$ cat src/rtl/turbosound_bus_seq.sv
// Dual-AY (TurboSound) bus sequencer: CPU port accesses plus an optional register-write stream.
// The stream path exists only when TURBOSOUND_STREAM_EN is defined.
module turbosound_bus_seq #(
   parameter int RESTORE_ADDR = 1
) (
   input  logic       clk,
   input  logic       rst_n,
   input  logic       cpu_req,
   input  logic       cpu_wr,
   input  logic       cpu_port,
   input  logic [7:0] cpu_din,
   output logic       cpu_ack,
   output logic [7:0] cpu_dout,
   input  logic       stream_valid,
   output logic       stream_ready,
   input  logic       stream_chip,
   input  logic [3:0] stream_reg,
   input  logic [7:0] stream_data,
   output logic [1:0] ay_a8,
   output logic       ay_bdir,
   output logic       ay_bc2,
   output logic       ay_bc1,
   output logic [7:0] ay_din,
   input  logic [7:0] ay_dout0,
   input  logic [7:0] ay_dout1,
   output logic       active_chip
);

   typedef enum logic [2:0] {
      S_IDLE, S_SEL, S_ADDR, S_WRITE, S_READ
`ifdef TURBOSOUND_STREAM_EN
      , S_RESTORE
`endif
   } state_t;

   state_t     state_q, state_d;
   logic       active_chip_q, active_chip_d;
   logic [7:0] shadow_q [2];
   logic [7:0] shadow_d [2];
   logic [7:0] dout_q, dout_d;
   logic       ack_q, ack_d;
   logic [1:0] a8_q, a8_d;
   logic [7:0] din_q, din_d;
`ifdef TURBOSOUND_STREAM_EN
   logic       strm_q, strm_d;
   logic       strm_chip_q, strm_chip_d;
   logic [7:0] strm_data_q, strm_data_d;
`endif

   function automatic logic [1:0] chip_sel(input logic chip);
      return chip ? 2'b10 : 2'b01;
   endfunction

   always_comb begin
      state_d       = state_q;
      active_chip_d = active_chip_q;
      shadow_d      = shadow_q;
      dout_d        = dout_q;
      ack_d         = 1'b0;
      a8_d          = a8_q;
      din_d         = din_q;
`ifdef TURBOSOUND_STREAM_EN
      strm_d        = strm_q;
      strm_chip_d   = strm_chip_q;
      strm_data_d   = strm_data_q;
`endif
      case (state_q)
         S_IDLE: begin
            if (cpu_req) begin
               ack_d = 1'b1;
               if (cpu_port && cpu_wr && cpu_din[7:1] == 7'h7F) begin
                  // Chip-select escape: FF selects PSG 0, FE selects PSG 1
                  state_d       = S_SEL;
                  active_chip_d = ~cpu_din[0];
               end else if (cpu_port && cpu_wr) begin
                  state_d                 = S_ADDR;
                  din_d                   = cpu_din;
                  a8_d                    = chip_sel(active_chip_q);
                  shadow_d[active_chip_q] = cpu_din;
               end else if (cpu_port) begin
                  state_d = S_READ;
                  a8_d    = chip_sel(active_chip_q);
               end else if (cpu_wr) begin
                  state_d = S_WRITE;
                  din_d   = cpu_din;
                  a8_d    = chip_sel(active_chip_q);
               end else begin
                  state_d = S_SEL;
                  dout_d  = 8'hFF;
               end
`ifdef TURBOSOUND_STREAM_EN
            end else if (stream_valid) begin
               state_d     = S_ADDR;
               strm_d      = 1'b1;
               strm_chip_d = stream_chip;
               strm_data_d = stream_data;
               din_d       = {4'h0, stream_reg};
               a8_d        = chip_sel(stream_chip);
`endif
            end
         end
         S_ADDR: begin
`ifdef TURBOSOUND_STREAM_EN
            if (strm_q) begin
               state_d = S_WRITE;
               din_d   = strm_data_q;
            end else begin
               state_d = S_IDLE;
               a8_d    = 2'b00;
            end
`else
            state_d = S_IDLE;
            a8_d    = 2'b00;
`endif
         end
         S_WRITE: begin
`ifdef TURBOSOUND_STREAM_EN
            if (strm_q && RESTORE_ADDR != 0) begin
               // Put back the register address the CPU believes is latched
               state_d = S_RESTORE;
               din_d   = shadow_q[strm_chip_q];
            end else begin
               state_d = S_IDLE;
               a8_d    = 2'b00;
               strm_d  = 1'b0;
            end
`else
            state_d = S_IDLE;
            a8_d    = 2'b00;
`endif
         end
         S_READ: begin
            state_d = S_IDLE;
            a8_d    = 2'b00;
            dout_d  = active_chip_q ? ay_dout1 : ay_dout0;
         end
`ifdef TURBOSOUND_STREAM_EN
         S_RESTORE: begin
            state_d = S_IDLE;
            a8_d    = 2'b00;
            strm_d  = 1'b0;
         end
`endif
         default: begin
            state_d = S_IDLE;
            a8_d    = 2'b00;
         end
      endcase
   end

   always_ff @(posedge clk) begin
      if (!rst_n) begin
         state_q       <= S_IDLE;
         active_chip_q <= 1'b0;
         shadow_q[0]   <= 8'h00;
         shadow_q[1]   <= 8'h00;
         dout_q        <= 8'hFF;
         ack_q         <= 1'b0;
         a8_q          <= 2'b00;
         din_q         <= 8'h00;
`ifdef TURBOSOUND_STREAM_EN
         strm_q        <= 1'b0;
         strm_chip_q   <= 1'b0;
         strm_data_q   <= 8'h00;
`endif
      end else begin
         state_q       <= state_d;
         active_chip_q <= active_chip_d;
         shadow_q      <= shadow_d;
         dout_q        <= dout_d;
         ack_q         <= ack_d;
         a8_q          <= a8_d;
         din_q         <= din_d;
`ifdef TURBOSOUND_STREAM_EN
         strm_q        <= strm_d;
         strm_chip_q   <= strm_chip_d;
         strm_data_q   <= strm_data_d;
`endif
      end
   end

   always_comb begin
      {ay_bdir, ay_bc2, ay_bc1} = 3'b000;
      case (state_q)
         S_ADDR:    {ay_bdir, ay_bc2, ay_bc1} = 3'b111;
         S_WRITE:   {ay_bdir, ay_bc2, ay_bc1} = 3'b110;
         S_READ:    {ay_bdir, ay_bc2, ay_bc1} = 3'b011;
`ifdef TURBOSOUND_STREAM_EN
         S_RESTORE: {ay_bdir, ay_bc2, ay_bc1} = 3'b111;
`endif
         default:   {ay_bdir, ay_bc2, ay_bc1} = 3'b000;
      endcase
   end

`ifdef TURBOSOUND_STREAM_EN
   assign stream_ready = rst_n && (state_q == S_IDLE) && !cpu_req;
`else
   logic unused_stream;
   assign unused_stream = ^{stream_valid, stream_chip, stream_reg, stream_data, (RESTORE_ADDR != 0)};
   assign stream_ready  = 1'b0;
`endif

   assign cpu_ack     = ack_q;
   assign cpu_dout    = dout_q;
   assign ay_a8       = a8_q;
   assign ay_din      = din_q;
   assign active_chip = active_chip_q;

endmodule
$ cat config.mk
export PLATFORM = sky130hd
export DESIGN_NAME = turbosound_bus_seq
export DESIGN_NICKNAME = d
export VERILOG_FILES = /design/src/rtl/turbosound_bus_seq.sv
export SDC_FILE = /design/constraint.sdc
export NUM_CORES = 1
export LEC_CHECK = 0
export CAP_MARGIN = 25
export CORE_MARGIN = 2
export CORE_UTILIZATION = 40
export CTS_BUF_LIST = sky130_fd_sc_hd__clkbuf_8
export CTS_CLUSTER_SIZE = 20
export DETAILED_ROUTE_END_ITERATION = 7
export GPL_TIMING_DRIVEN = 0
export PLACE_DENSITY = 0.87
export RECOVER_POWER = 100
export SYNTH_ARGS = -nofsm -noshare
export SYNTH_HDL_FRONTEND = slang
export SYNTH_SLANG_ARGS = --single-unit
$ cat constraint.sdc
create_clock -name clk -period 3.5 [get_ports clk]
set_input_delay 0.7 -clock clk [delete_from_list [all_inputs] [get_ports clk]]
set_output_delay 0.7 -clock clk [all_outputs]
set_load 0.05 [all_outputs]
After elaboration in Yosys (flattened, before gate mapping)
Index checks and enable logic that the tools add are counted.
{"block": "word_totals", "out_inout_bits": 24, "in_bits": 43, "word_cells": 54, "register_bits": 23}
{"block": "classes", "eq_ne": 10, "bitwise": 2, "n_reduce_logical": 14, "muxes": 22}
{"operator": "2-to-1 mux 8 bit", "n": 9}
{"operator": "case mux 8 bit (2 select lines)", "n": 1}
{"operator": "2-to-1 mux 2 bit", "n": 5}
{"operator": "!= test 2 bit, second input constant", "n": 5}
{"operator": "2-to-1 mux 3 bit", "n": 3}
{"operator": "equality test 7 bit, second input constant", "n": 1}
{"operator": "equality test 3 x 2 -> 1 bit, second input constant", "n": 2}
{"operator": "AND reduction 3 bit", "n": 2}
{"operator": "AND reduction 6 bit", "n": 1}
{"operator": "AND reduction 5 bit", "n": 1}
{"operator": "2-to-1 mux 1 bit", "n": 4}
{"operator": "nonzero test 2 bit", "n": 2}
{"operator": "OR reduction 2 bit", "n": 2}
{"operator": "equality test 3 bit, second input constant", "n": 1}
{"operator": "zero test 3 bit", "n": 1}
{"operator": "nonzero test 3 bit", "n": 1}
{"operator": "OR reduction 3 bit", "n": 1}
{"operator": "logical AND 1 bit", "n": 2}
{"operator": "!= test 2 x 1 -> 1 bit, second input constant", "n": 1}
{"operator": "inverter 1 bit", "n": 2}
{"operator": "AND reduction 2 bit", "n": 1}

Logic depth before layout (Yosys ltp)
Gate-level depths: netlist of the first run.
{"block": "depth", "word_depth": 6, "ltp_mapped": 5, "depth_no_buf": 4}

Worst setup path before layout of the first run
OpenSTA, ideal clock, no wires.
{"block": "synth_path", "path_kind": "register -> output", "start": "register state_q[1]", "end": "output port ay_bc2", "path_stages_with_launch": 3, "t_arrival_ps": 1692, "path_slack_ps": 1108, "n_path_buf": 0, "t_required_ps": 2800, "path_cell_list": "dfxtp_1 > nor2b_1 > a21o_1"}
{"block": "synth_via", "elab_chain_len": 3, "elab_cells_between_ends": 5, "classes_between": "eq/ne: 3; mux: 1; reduce/logical: 1"}
{"item": "from (decl)", "line": "36", "text": "state_t state_q, state_d;"}
{"item": "from (signal assigned)", "line": "167", "text": "state_q <= state_d;"}
{"item": "equality test 3 bit or equality test 3 x 2 -> 1 bit (tied branches)", "line": "184", "text": "case (state_q)"}
{"item": "OR reduction 3 bit (no line) *"}
{"item": "2-to-1 mux 1 bit *", "line": "184"}
{"item": "to (decl)", "line": "21", "text": "output logic ay_bc2,"}
Mark *: on every way between the ends. The rest lies on a longest branch, timed or not.

Worst setup path in the final report of the first run
Ends and elaborated chain as after synthesis.

==> impl_metrics.csv, run 1 <==
group,metric,value,unit
worst_setup_path,critPathRequiredTime,2800,ps
detailed_routing,vias,1003,
clock_network,cts_tree,"done",
final_layout,num-fill-cells,227,
final_layout,antenna_cells,0,
clock_network,cts_resized,0,
detailed_routing,antenna_left,0,
synth,synthCells,103,
die,fp.dieW,55.38,um
die,ios,67,
synth,yosys_warnings,0,
synth,synth_area_leaders,"dfxtp_1 (44%), mux2i_1 (8.5%), a2bb2oi_1 (6.6%), o21ai_2 (5.0%), nand3_1 (4.3%)",
final_layout,nNetsFinal,202,
timing,max_clock_freq,0.3880,GHz
worst_setup_path,reg2reg_to,"ay_din[7]$_SDFFE_PN0P_",
synth,yosysUniqueCellTypes,32,
die,start_util,42.24,%
synth,ys_seq_area_share,43.60,%
synth,synth.most_common_cell,"dfxtp_1",
timing,hold_viol,0,
global_routing,grt_pass1_vias,952,
place,gp_congestion,0.7647,
die,rows,18,
clock_network,cts_root_buf,"clkbuf_8",
timing,maxSlewViolCount,0,
die,die_h,55.38,um
synth,synth_top_cells_by_count,"dfxtp_1 (23), nand2_1 (10), mux2i_1 (9), nand3_1 (9), a2bb2oi_1 (8)",
power_and_ir_drop,p_leak,0.6176,nW
detailed_routing,wl_per_cell,13.38,um
clock_network,clock_latency,260,ps
worst_setup_path,critPathMaxFanout,6,
clock_network,cts_setup_buffers,0,
power_and_ir_drop,power_density,354.4,mW/mm^2
global_routing,grt_usage,16.48,%
timing,grt_setup_unrepaired,"no",
synth,async_flop_share,0,%
worst_setup_path,r2r_slack,1900,ps
clock_network,hold_buffers,0,
worst_setup_path,critPathArrivalTime,1880,ps
clock_network,clk_pin_slew,80,ps
clock_network,ctsLongestPathBuffers,2,
worst_setup_path,critPathKind,"flop to output port",
synth,synth_fp_nets,146,
synth,yosysTopAreaCell,"dfxtp_1",
detailed_routing,drt_iter0_drc,14,
timing,slew_headroom,37.88,%
power_and_ir_drop,p_clk_share,28.4,%
synth,synth-seq-cells,23,
detailed_routing,via_per_inst,5.335,
final_layout,seq_area,460.4,um^2
clock_network,cts_buffers,3,
timing,fin_crit,2577,ps
timing,finClkSkew,1.490,ps
timing,finalSetupViolCount,0,
worst_setup_path,rr_worst_depth,5,
hold_path,min-delay-start,"ay_din[0]$_SDFFE_PN0P_",
power_and_ir_drop,combPwrFrac,22.8,%
hold_path,hold_path_end,"ay_din[0]$_SDFFE_PN0P_",
die,die_area,0.003067,mm^2
synth,netlist_area,0.001056,mm^2
timing,worst_slew_pin_slew,923.8,ps
detailed_routing,routed_wl,2.515,mm
power_and_ir_drop,internal_power,0.4085,mW
worst_setup_path,regToRegStartpoint,"state_q[1]$_SDFFE_PN0P_",
timing,hold_slack,466.6,ps
global_routing,grt_max_degree,14,
power_and_ir_drop,swShare,28.09,%
detailed_routing,firstDrtPassIters,4,
place,io_buffer_count,51,
outcome,status,"finished, final reports clean",
place,dp_hpwl,2.056,mm
synth,synth_edf_count,0,
die,core-area,0.002500,mm^2
hold_path,hold_depth,2,
clock_network,htree_levels,1,
global_routing,grt_first_pass_wirelength,4.112,mm
synth,syn_avg_cell_area,10.25,um^2
hold_path,hold_path_class,"flop to flop",
final_layout,layout-drive-gt1-share,8.228,%
run,maxCapViolations,0,
synth,yosys_most_used_dff,"dfxtp_1",
power_and_ir_drop,switching_power,0.1595,mW
timing,setup_tns,0,ps
global_routing,antenna_found_initial,0,
power_and_ir_drop,p_seq_share,48.8,%
global_routing,globalRouteOverflowTotal,0,
worst_setup_path,worst_setup_path_end_kind,"output port",
clock_network,clkSinkCount,23,
final_layout,area_growth,51.78,%
worst_setup_path,cp-start-kind,"flop",
timing,timing.final.crit_share,73.64,%
synth,synth_top_area_share,43.60,%
detailed_routing,drc,0,
final_layout,multi_input_area,499.2,um^2
power_and_ir_drop,peakVddDrop,0.2455,mV
metal layers:
metal	GRT usage, %	vias to the layer above	share of wire (%)
li1	-	493	-
met1	17.89	458	41
met2	29.25	48	48
met3	7.026	4	9.8
met4	4.181	0	0.68
met5	0	-	0
how the worst max path moves through the flow:
stage | startpoint | to | slack (ps)
final | state_q[1]$_SDFFE_PN0P_ | ay_bc2 | 920
after global routing | state_q[1]$_SDFFE_PN0P_ | ay_bc2 | 830
after CTS | state_q[1]$_SDFFE_PN0P_ | ay_bc2 | 910
after detailed placement | state_q[1]$_SDFFE_PN0P_ | ay_bc2 | 1210
after global placement | state_q[1]$_SDFFE_PN0P_ | ay_bc2 | 1230
after floorplan | state_q[1]$_SDFFE_PN0P_ | ay_bc2 | 1110
logic make-up after synthesis:
| kind of cell | count (synthesis) | synth area share (%) |
|---|---|---|
| other cells | 1 | 0.3551 |
| buf+inv | 8 | 5.450 |
| mux | 9 | 8.531 |
| simple gates | 35 | 19.31 |
| compound gates | 26 | 21.92 |
| xor+xnor | 1 | 0.8295 |
| flops | 23 | 43.60 |
flip-flops by register name (all words and copies together) (netlist names):
register / count
active_chip: 1
ay_a8: 2
ay_din: 8
cpu_ack: 1
cpu_dout: 8
state_q: 3
power groups by stage:
| stage | clock [mW] | combinational (mW) | sequential, mW |
|---|---|---|---|
| detailed placement | 0 | 0.141 | 0.284 |
| floorplan | 0 | 0.0509 | 0.311 |
| global route | 0.173 | 0.139 | 0.278 |
| global placement | 0 | 0.138 | 0.284 |
| CTS | 0.167 | 0.141 | 0.278 |
| finish | 0.161 | 0.130 | 0.277 |
final cells by class:
type | count | area share, %
flip-flops and latches | 23 | 28.73
clock buffers | 3 | 2.576
repair buffers | 51 | 31.85
clock inverters | 1 | 0.3123
multi-input cells | 72 | 31.15
plain buffers | 6 | 2.576
well taps | 30 | 2.342
inverters | 2 | 0.4684
per-stage QoR:
step | total power [mW] | utilization, % | setup WS [ps] | instance area [um^2] | cells
CTS | 0.5861 | 66.02 | 914.7 | 1650 | 188
global route | 0.5901 | 64.11 | 834.2 | 1603 | 188
finish | 0.5680 | 64.11 | 922.6 | 1603 | 188
global placement | 0.4220 | 64.16 | 1233 | 1604 | 184
detailed placement | 0.4245 | 64.16 | 1210 | 1604 | 184
floorplan | 0.3622 | - | 1108 | 1056 | 103
layout by cell type (no fill, tap or decap), drive strengths merged:
cell type,n
and2,1
clkbuf,5
nand3,9
inv,2
nand2,10
nor4b,1
a32o,2
o211ai,2
and4,2
clkdlybuf4s50,26
dfxtp,23
nor2b,3
o21ai,8
clkinv,1
buf,4
a2bb2oi,8
conb,1
a21o,1
nand4,3
nor2,3
a31oi,1
o31ai,1
and3,1
dlygate4sd3,25
nor3b,2
mux2i,9
a21oi,3
xnor2,1
worst max-delay path, stage by stage, from the launching register on:
cell and delay [ps]:
dfxtp_1 460, nor2b_1 200, a21o_1 90, dlygate4sd3_1 860
Power figures use the tool's default switching activity.
==> inputs of run 2 (changes only) <==
--- a/config.mk
+++ b/config.mk
@@ -7,12 +7,12 @@
 export LEC_CHECK = 0
 export CAP_MARGIN = 25
 export CORE_MARGIN = 2
-export CORE_UTILIZATION = 40
+export CORE_UTILIZATION = 37
 export CTS_BUF_LIST = sky130_fd_sc_hd__clkbuf_8
 export CTS_CLUSTER_SIZE = 20
 export DETAILED_ROUTE_END_ITERATION = 7
 export GPL_TIMING_DRIVEN = 0
-export PLACE_DENSITY = 0.87
+export PLACE_DENSITY = 0.81
 export RECOVER_POWER = 100
 export SYNTH_ARGS = -nofsm -noshare
 export SYNTH_HDL_FRONTEND = slang
==> constraint.sdc (replaced) <==
create_clock -name clk -period 2.7 [get_ports clk]
set_input_delay 0.54 -clock clk [delete_from_list [all_inputs] [get_ports clk]]
set_output_delay 0.54 -clock clk [all_outputs]
set_load 0.05 [all_outputs]
==> run 2 against run 1 <==
Effect of this change:
- count of clock-buffer cells in the layout unchanged
- register-to-register slack lost 820 ps
- routed wire length down 0.28%
- power rose by 29%
- worst hold slack gained 2.5 ps
- final area is 0.31% lower
- critical path depth stayed put
- sequential power rose by 30%
- final cell count up 0.53%
- sequential share of layout area increased by 0.090 points
==> impl_metrics.csv, run 2 (same netlist as run 1, synthesis figures left out) <==
group,metric,value,unit
clock_network,cts_buffers,3,
detailed_routing,drc,0,
final_layout,nNetsFinal,202,
die,fp.dieW,57.43,um
timing,finClkSkew,5.447,ps
final_layout,layout_commonest_cell,"clkdlybuf4s50_1",
outcome,status,"finished, final reports clean",
power_and_ir_drop,internal_power,0.5299,mW
timing,maxSlewViolCount,0,
clock_network,clock_latency,270,ps
power_and_ir_drop,power_density,460.4,mW/mm^2
detailed_routing,vias,965,
final_layout,final_cell_mix,"clkdlybuf4s50_1 (26), dlygate4sd3_1 (25), dfxtp_1 (23), nand2_1 (10)",
place,gp_congestion,0.7154,
timing,slew_headroom,34.61,%
timing,worst_slew_pin_slew,972.5,ps
die,rows,19,
timing,fin_crit,2479,ps
run,maxCapViolations,0,
global_routing,grt_first_pass_wirelength,3.933,mm
final_layout,layout-drive-gt1-share,7.595,%
detailed_routing,firstDrtPassIters,3,
clock_network,clkSinkCount,23,
clock_network,ctsLongestPathBuffers,2,
clock_network,cts_resized,0,
clock_network,cts_setup_buffers,0,
place,io_buffer_count,51,
clock_network,hold_buffers,0,
die,die_area,0.003298,mm^2
die,start_util,38.63,%
timing,grt_setup_unrepaired,"no",
place,dp_hpwl,2.049,mm
timing,setup_tns,0,ps
detailed_routing,wl_per_cell,13.27,um
clock_network,clk_pin_slew,80,ps
power_and_ir_drop,combPwrFrac,22.8,%
detailed_routing,routed_wl,2.508,mm
worst_setup_path,critPathKind,"flop to output port",
detailed_routing,drt_iter0_drc,21,
power_and_ir_drop,p_leak,0.6127,nW
global_routing,grt_max_degree,14,
power_and_ir_drop,p_seq_share,48.8,%
die,core-area,0.002734,mm^2
global_routing,grt_usage,15.08,%
power_and_ir_drop,peakVddDrop,0.3563,mV
final_layout,antenna_cells,0,
clock_network,cts_tree,"done",
worst_setup_path,critPathArrivalTime,1940,ps
worst_setup_path,worst_setup_path_end_kind,"output port",
detailed_routing,via_per_inst,5.106,
power_and_ir_drop,p_clk_share,28.4,%
final_layout,fin_area,0.001598,mm^2
die,ios,67,
place,postPlaceCellArea,0.001605,mm^2
clock_network,htree_levels,1,
detailed_routing,antenna_left,0,
global_routing,grt_pass1_vias,969,
timing,max_clock_freq,0.4033,GHz
hold_path,hold_path_class,"flop to flop",
timing,hold_viol,0,
die,die_h,57.43,um
worst_setup_path,critPathRequiredTime,2160,ps
clock_network,cts_root_buf,"clkbuf_8",
worst_setup_path,cp-start-kind,"flop",
power_and_ir_drop,swShare,27.97,%
final_layout,area_growth,51.30,%
power_and_ir_drop,switching_power,0.2057,mW
global_routing,antenna_found_initial,0,
worst_setup_path,critPathMaxFanout,6,
timing,timing.final.crit_share,91.83,%
global_routing,globalRouteOverflowTotal,0,
timing,finalSetupViolCount,0,
-- run 2: cell counts in the layout (fill, tap and decap cells not counted) --
No cell type changed its count.
-- run 2: path summary, 6_finish.rpt --
path                            from                      to  cells after the start  slack [ps]
max          state_q[1]$_SDFFE_PN0P_                  ay_bc2                      3         220
min           ay_din[7]$_SDFFE_PN0P_  ay_din[7]$_SDFFE_PN0P_                      2         470
max reg2reg  state_q[1]$_SDFFE_PN0P_  ay_din[6]$_SDFFE_PN0P_                      5        1080
min reg2reg   ay_din[7]$_SDFFE_PN0P_  ay_din[7]$_SDFFE_PN0P_                      2         470
-- run 2: routing by layer --
metal / GRT usage [%] / wire, um / vias up
li1: - / - / 490
met1: 15.27 / 1022 / 427
met2: 28.90 / 1190 / 45
met3: 3.401 / 258 / 3
met4: 6.645 / 37 / 0
met5: 0 / 0 / -
-- run 2: worst max-delay path, cell delays in order (launching register included) --
cell and delay [ps]:
dfxtp_1 480, nor2b_1 220, a21o_1 100, dlygate4sd3_1 870
-- run 2: power by group through the flow --
stage,Combinational (mW),Sequential (mW),Clock [mW]
final,0.168,0.359,0.209
after global placement,0.179,0.368,0
after detailed placement,0.182,0.368,0
after floorplan,0.0660,0.403,0
after CTS,0.183,0.360,0.220
after global routing,0.178,0.360,0.234
-- run 2: through the flow --
| step | power [mW] | worst slack, ps | instances | utilization (%) | hold slack [ps] |
|---|---|---|---|---|---|
| 2_1_floorplan | 0.4695 | 467.6 | 103 | - | 565.5 |
| 3_3_place_gp | 0.5470 | 585.8 | 185 | 58.72 | 450.1 |
| 3_5_place_dp | 0.5500 | 528.5 | 185 | 58.72 | 456.4 |
| 4_1_cts | 0.7628 | 221.5 | 189 | 60.41 | 476.4 |
| 5_1_grt | 0.7718 | 160.9 | 189 | 58.44 | 490.9 |
| 6_report | 0.7356 | 220.6 | 189 | 58.44 | 469.1 |
-- run 2: layout make-up --
cell class / instances / area, um^2
Multi-Input combinational cell: 72 / 493.0
Buffer: 6 / 41.29
Sequential cell: 23 / 460.4
Fill cell: 271 / 1136
Clock inverter: 1 / 5.005
Clock buffer: 3 / 41.29
Tap cell: 31 / 38.79
Timing Repair Buffer: 51 / 510.5
Inverter: 2 / 7.507
==> inputs of run 3 (changes only) <==
--- a/config.mk
+++ b/config.mk
@@ -12,6 +12,7 @@
 export CTS_CLUSTER_SIZE = 20
 export DETAILED_ROUTE_END_ITERATION = 7
 export GPL_TIMING_DRIVEN = 0
+export HOLD_SLACK_MARGIN = 0.06
 export PLACE_DENSITY = 0.81
 export RECOVER_POWER = 100
 export SYNTH_ARGS = -nofsm -noshare
==> results of run 3 <==
The final DEF is identical to that of run 2; final timing and power are the same.
==> edit 1, RTL diff (config.mk and constraints of run 1) <==
Add a define of `TURBOSOUND_STREAM_EN`.
--- a/src/rtl/turbosound_bus_seq.sv
+++ b/src/rtl/turbosound_bus_seq.sv
@@ -1,5 +1,7 @@
 // Dual-AY (TurboSound) bus sequencer: CPU port accesses plus an optional register-write stream.
 // The stream path exists only when TURBOSOUND_STREAM_EN is defined.
+`define TURBOSOUND_STREAM_EN
+
 module turbosound_bus_seq #(
    parameter int RESTORE_ADDR = 1
 ) (
Behaviour: not the same (Yosys sat finds a counterexample within 4 cycles, from zero or initial values and one cycle with rst_n low).
==> edit 1 against run 1 <==
  * Sequential share of layout area is 0.99 points higher
  * Worst setup slack worse by 0.72 ns
  * Sequential power grew 120%
  * Synthesized area rose by 140%
  * Final area increased by 110%
  * Total power grew 130%
  * Wire length rose to 2.8 times the old value
  * Sequential cell count is 26 higher
  * Largest cell class is now multi-input gates
==> edit 1: results (changes against run 1) <==
status: "finished clean"
grt_pass1_wl_um: 11000  # +170%
portBuffers: 65  # +27%
syn_nets: 324  # +120%
dp_hpwl_um: 5240  # +150%
largest_register: "shadow_q"
synth-xor-area-share_pct: 0  # -0.83 points
wirelength_met1_um: 2910  # +180%
pre_cts_ws_ns: -0.314  # -1.52 ns
synthAdderAreaFrac_pct: 0  # unchanged
critPathSlowestCell: "clkdlybuf4s50_1"
p_leak_nw: 1.23  # +99%
synth_cell_types: 37  # +16%
place_area_mm2: 0.00323  # +100%
crit_path_max_incr_delay_ns: 0.55  # -0.31 ns
use_met3_pct: 4.65  # -2.4 points
avgSynthCellArea_um2: 8.84  # -14%
h-tree-depth: 2  # +1
final_nets: 396  # +96%
cts-buffers-inserted: 5  # +2
path_max_fanout: 10  # +4
dr_wl_met3_um: 492  # +100%
synthTopCellsByArea: "dfxtp_1 39%, mux2i_1 9.3%, a21oi_1 5.6%"
synth_compound_area_share_pct: 23.4  # +1.5 points
finalClockSkew_ns: 0.0106  # +0.00912 ns
viasPerCell: 5.85  # +9.7%
wl_met2_um: 3580  # +200%
dp.cells: 421  # +130%
drt-initial-drc-count: 235  # +221
cts_resized: 2  # +2
worst_pin_slew_ns: 0.647  # -0.277 ns
grt_usage_pct: 21.0  # +4.6 points
dr_total_vias: 2510  # +150%
met2_usage_pct: 36.9  # +7.6 points
worstPathArrival_ns: 2.59  # +0.71 ns
largest_reg_flops: 16
place.gp.congestion: 0.896  # +17%
root_buffer: "clkbuf_8"
synthMuxAreaShare_pct: 13.8  # +5.3 points
first_pass_iters: 5  # +1
wl_per_cell_um: 16.4  # +23%
use_met1_pct: 25.8  # +7.9 points
clk_latency_ns: 0.31  # +0.05 ns
layout-drive-gt1-share_pct: 11.6  # +3.4 points
seq_area_frac_synth_pct: 39.5  # -4.1 points
ir_worst_vdd_mv: 0.231  # -6.0%
synth_commonest_cells: "49 x dfxtp_1, 28 x a21oi_1, 25 x nor2_1"
grt_pass1_vias: 2331  # +140%
hp-class: "reg2reg"
edit 1: final cells by class:
class                   count  area [um^2]
plain buffers              25          123
clock buffers               5         68.8
clock inverters             3         11.3
fillers                   532         2660
inverters                   4         15.0
multi-input cells         203         1360
flip-flops and latches     49          981
well taps                  75         93.8
repair buffers             65          646
edit 1: path summary, 6_finish.rpt:
path                    from           end  slack [ns]  cells after the start
setup / recovery       rst_n  stream_ready        0.21                      5
hold / removal      ay_a8[1]      ay_a8[1]        0.46                      2
setup reg to reg  state_q[1]      ay_a8[0]        1.56                      5
hold reg to reg     ay_a8[1]      ay_a8[1]        0.46                      2
edit 1: critical path: cells and delay by family:
| kind | cells | cell delay [ns] |
|---|---|---|
| simple gates | 1 | 0.29 |
| buf+inv | 4 | 1.60 |
edit 1: where the power goes:
group / internal (mW) / switching [mW]
sequential: 0.589 / 0.0200
clock: 0.134 / 0.185
combinational: 0.155 / 0.232
==> edit 2, RTL diff (config.mk and constraints of run 1) <==
Without the edit above. The 5 states of `state_t` get a one-hot encoding in 5 bits.
--- a/src/rtl/turbosound_bus_seq.sv
+++ b/src/rtl/turbosound_bus_seq.sv
@@ -26,8 +26,8 @@
    output logic       active_chip
 );
 
-   typedef enum logic [2:0] {
-      S_IDLE, S_SEL, S_ADDR, S_WRITE, S_READ
+   typedef enum logic [4:0] {
+      S_IDLE = 5'b00001, S_SEL = 5'b00010, S_ADDR = 5'b00100, S_WRITE = 5'b01000, S_READ = 5'b10000
 `ifdef TURBOSOUND_STREAM_EN
       , S_RESTORE
 `endif
Check against the original RTL: same outputs for any inputs over 10 cycles, from zero or initial values and one cycle with rst_n low; not proved beyond that.
==> edit 2 against run 1 <==
  * Via count increased by 4.9%
  * Sequential cell count rose by 2
  * Total power is 6.2% higher
  * Register-to-register slack got worse by 0.56 ns
  * Wire length is 10% higher
  * Worst setup slack worse by 0.32 ns
  * Final area increased by 5.7%
  * Fmax shrank 11%
  * Core utilization is 1.6 points lower
  * Non-clock buffer count did not move
  * Synthesized area grew 5.7%
  * Combinational power decreased by 3%
  * Largest cell class is now multi-input gates
  * Largest power group unchanged
==> edit 2: results (changes against run 1) <==
worst_hold_slack_ns: 0.460  # -0.00637 ns
syn_nets: 160  # +9.6%
internal_power_mw: 0.435  # +6.5%
grt_max_degree: 16  # +2
synthMuxAreaShare_pct: 15.2  # +6.7 points
place_area_mm2: 0.00167  # +3.9%
grt_usage_pct: 17.7  # +1.2 points
grt_pass1_vias: 1018  # +6.9%
combPwrFrac_pct: 20.8  # -2.0 points
dr_total_vias: 1052  # +4.9%
reg2reg_slack_ns: 1.34  # -0.56 ns
dp_hpwl_um: 2180  # +6.1%
status: "finished clean"
instances_no_fill: 203  # +8.0%
layout-drive-gt1-share_pct: 5.23  # -3.0 points
synthTopCellsByArea: "dfxtp_1 45%, mux2i_1 15%, nand2_1 6.7%"
synthCells: 117  # +14%
ir_worst_vdd_mv: 0.243  # -1.0%
worstPathArrival_ns: 2.20  # +0.32 ns
synth_cell_types: 30  # -6.3%
final_nets: 216  # +6.9%
synth_commonest_cells: "25 x dfxtp_1, 20 x nand2_1, 17 x mux2i_1"
pre_cts_ws_ns: 0.889  # -0.320 ns
synth_compound_area_share_pct: 13.5  # -8.5 points
fillers: 236  # +4.0%
p_leak_nw: 0.645  # +4.4%
-- edit 2: cell count changes in the layout (fill, tap and decap cells not counted), moves of 3 or more --
cell     before  now
and2_1        0    3
nand3_1       9    3
and3_2        0    3
mux2i_1       9   17
o21ai_2       3    0
nand2_1      10   20
-- edit 2: cell type report --
| class | instances | share of cell area [%] |
|---|---|---|
| Multi-Input combinational cell | 83 | 32.5 |
| Clock buffer | 3 | 2.44 |
| Clock inverter | 1 | 0.443 |
| Buffer | 6 | 1.99 |
| Sequential cell | 25 | 29.5 |
| Timing Repair Buffer | 51 | 30.1 |
| Inverter | 3 | 0.665 |
| Tap cell | 31 | 2.29 |
-- edit 2: how the worst max path moves through the flow --
| stage | slack [ns] | end | from | cells after the start |
|---|---|---|---|---|
| global route | 0.50 | ay_bc2 | state_q[2] | 3 |
| finish | 0.60 | ay_bc2 | state_q[2] | 3 |
| floorplan | 0.42 | ay_bc2 | state_q[2] | 2 |
| detailed placement | 0.89 | ay_bc2 | state_q[2] | 3 |
| global placement | 0.98 | ay_bc2 | state_q[2] | 3 |
| CTS | 0.57 | ay_bc2 | state_q[2] | 3 |
-- edit 2: cell families (layout without fill, tap and decap cells) --
logic type	after synthesis	in the layout
AO/OA/AOI/OAI	18	18
XOR/XNOR	2	2
buffers and inverters	9	64
flip-flops	25	25
multiplexers	17	17
other	1	1
AND/OR/NAND/NOR	45	45
-- edit 2: worst max-delay path: stages, from the launching register on --
cell	delay, ns
dfxtp_1	0.45
xnor2_1	0.13
a2111oi_1	0.41
dlygate4sd3_1	0.93
-- edit 2: routing by layer --
metal	wire [um]	vias up	GRT usage, %
met5	0	-	0
met4	76	0	8.97
met3	95	7	2.30
met2	1410	28	29.9
met1	1190	499	21.9
li1	-	518	-
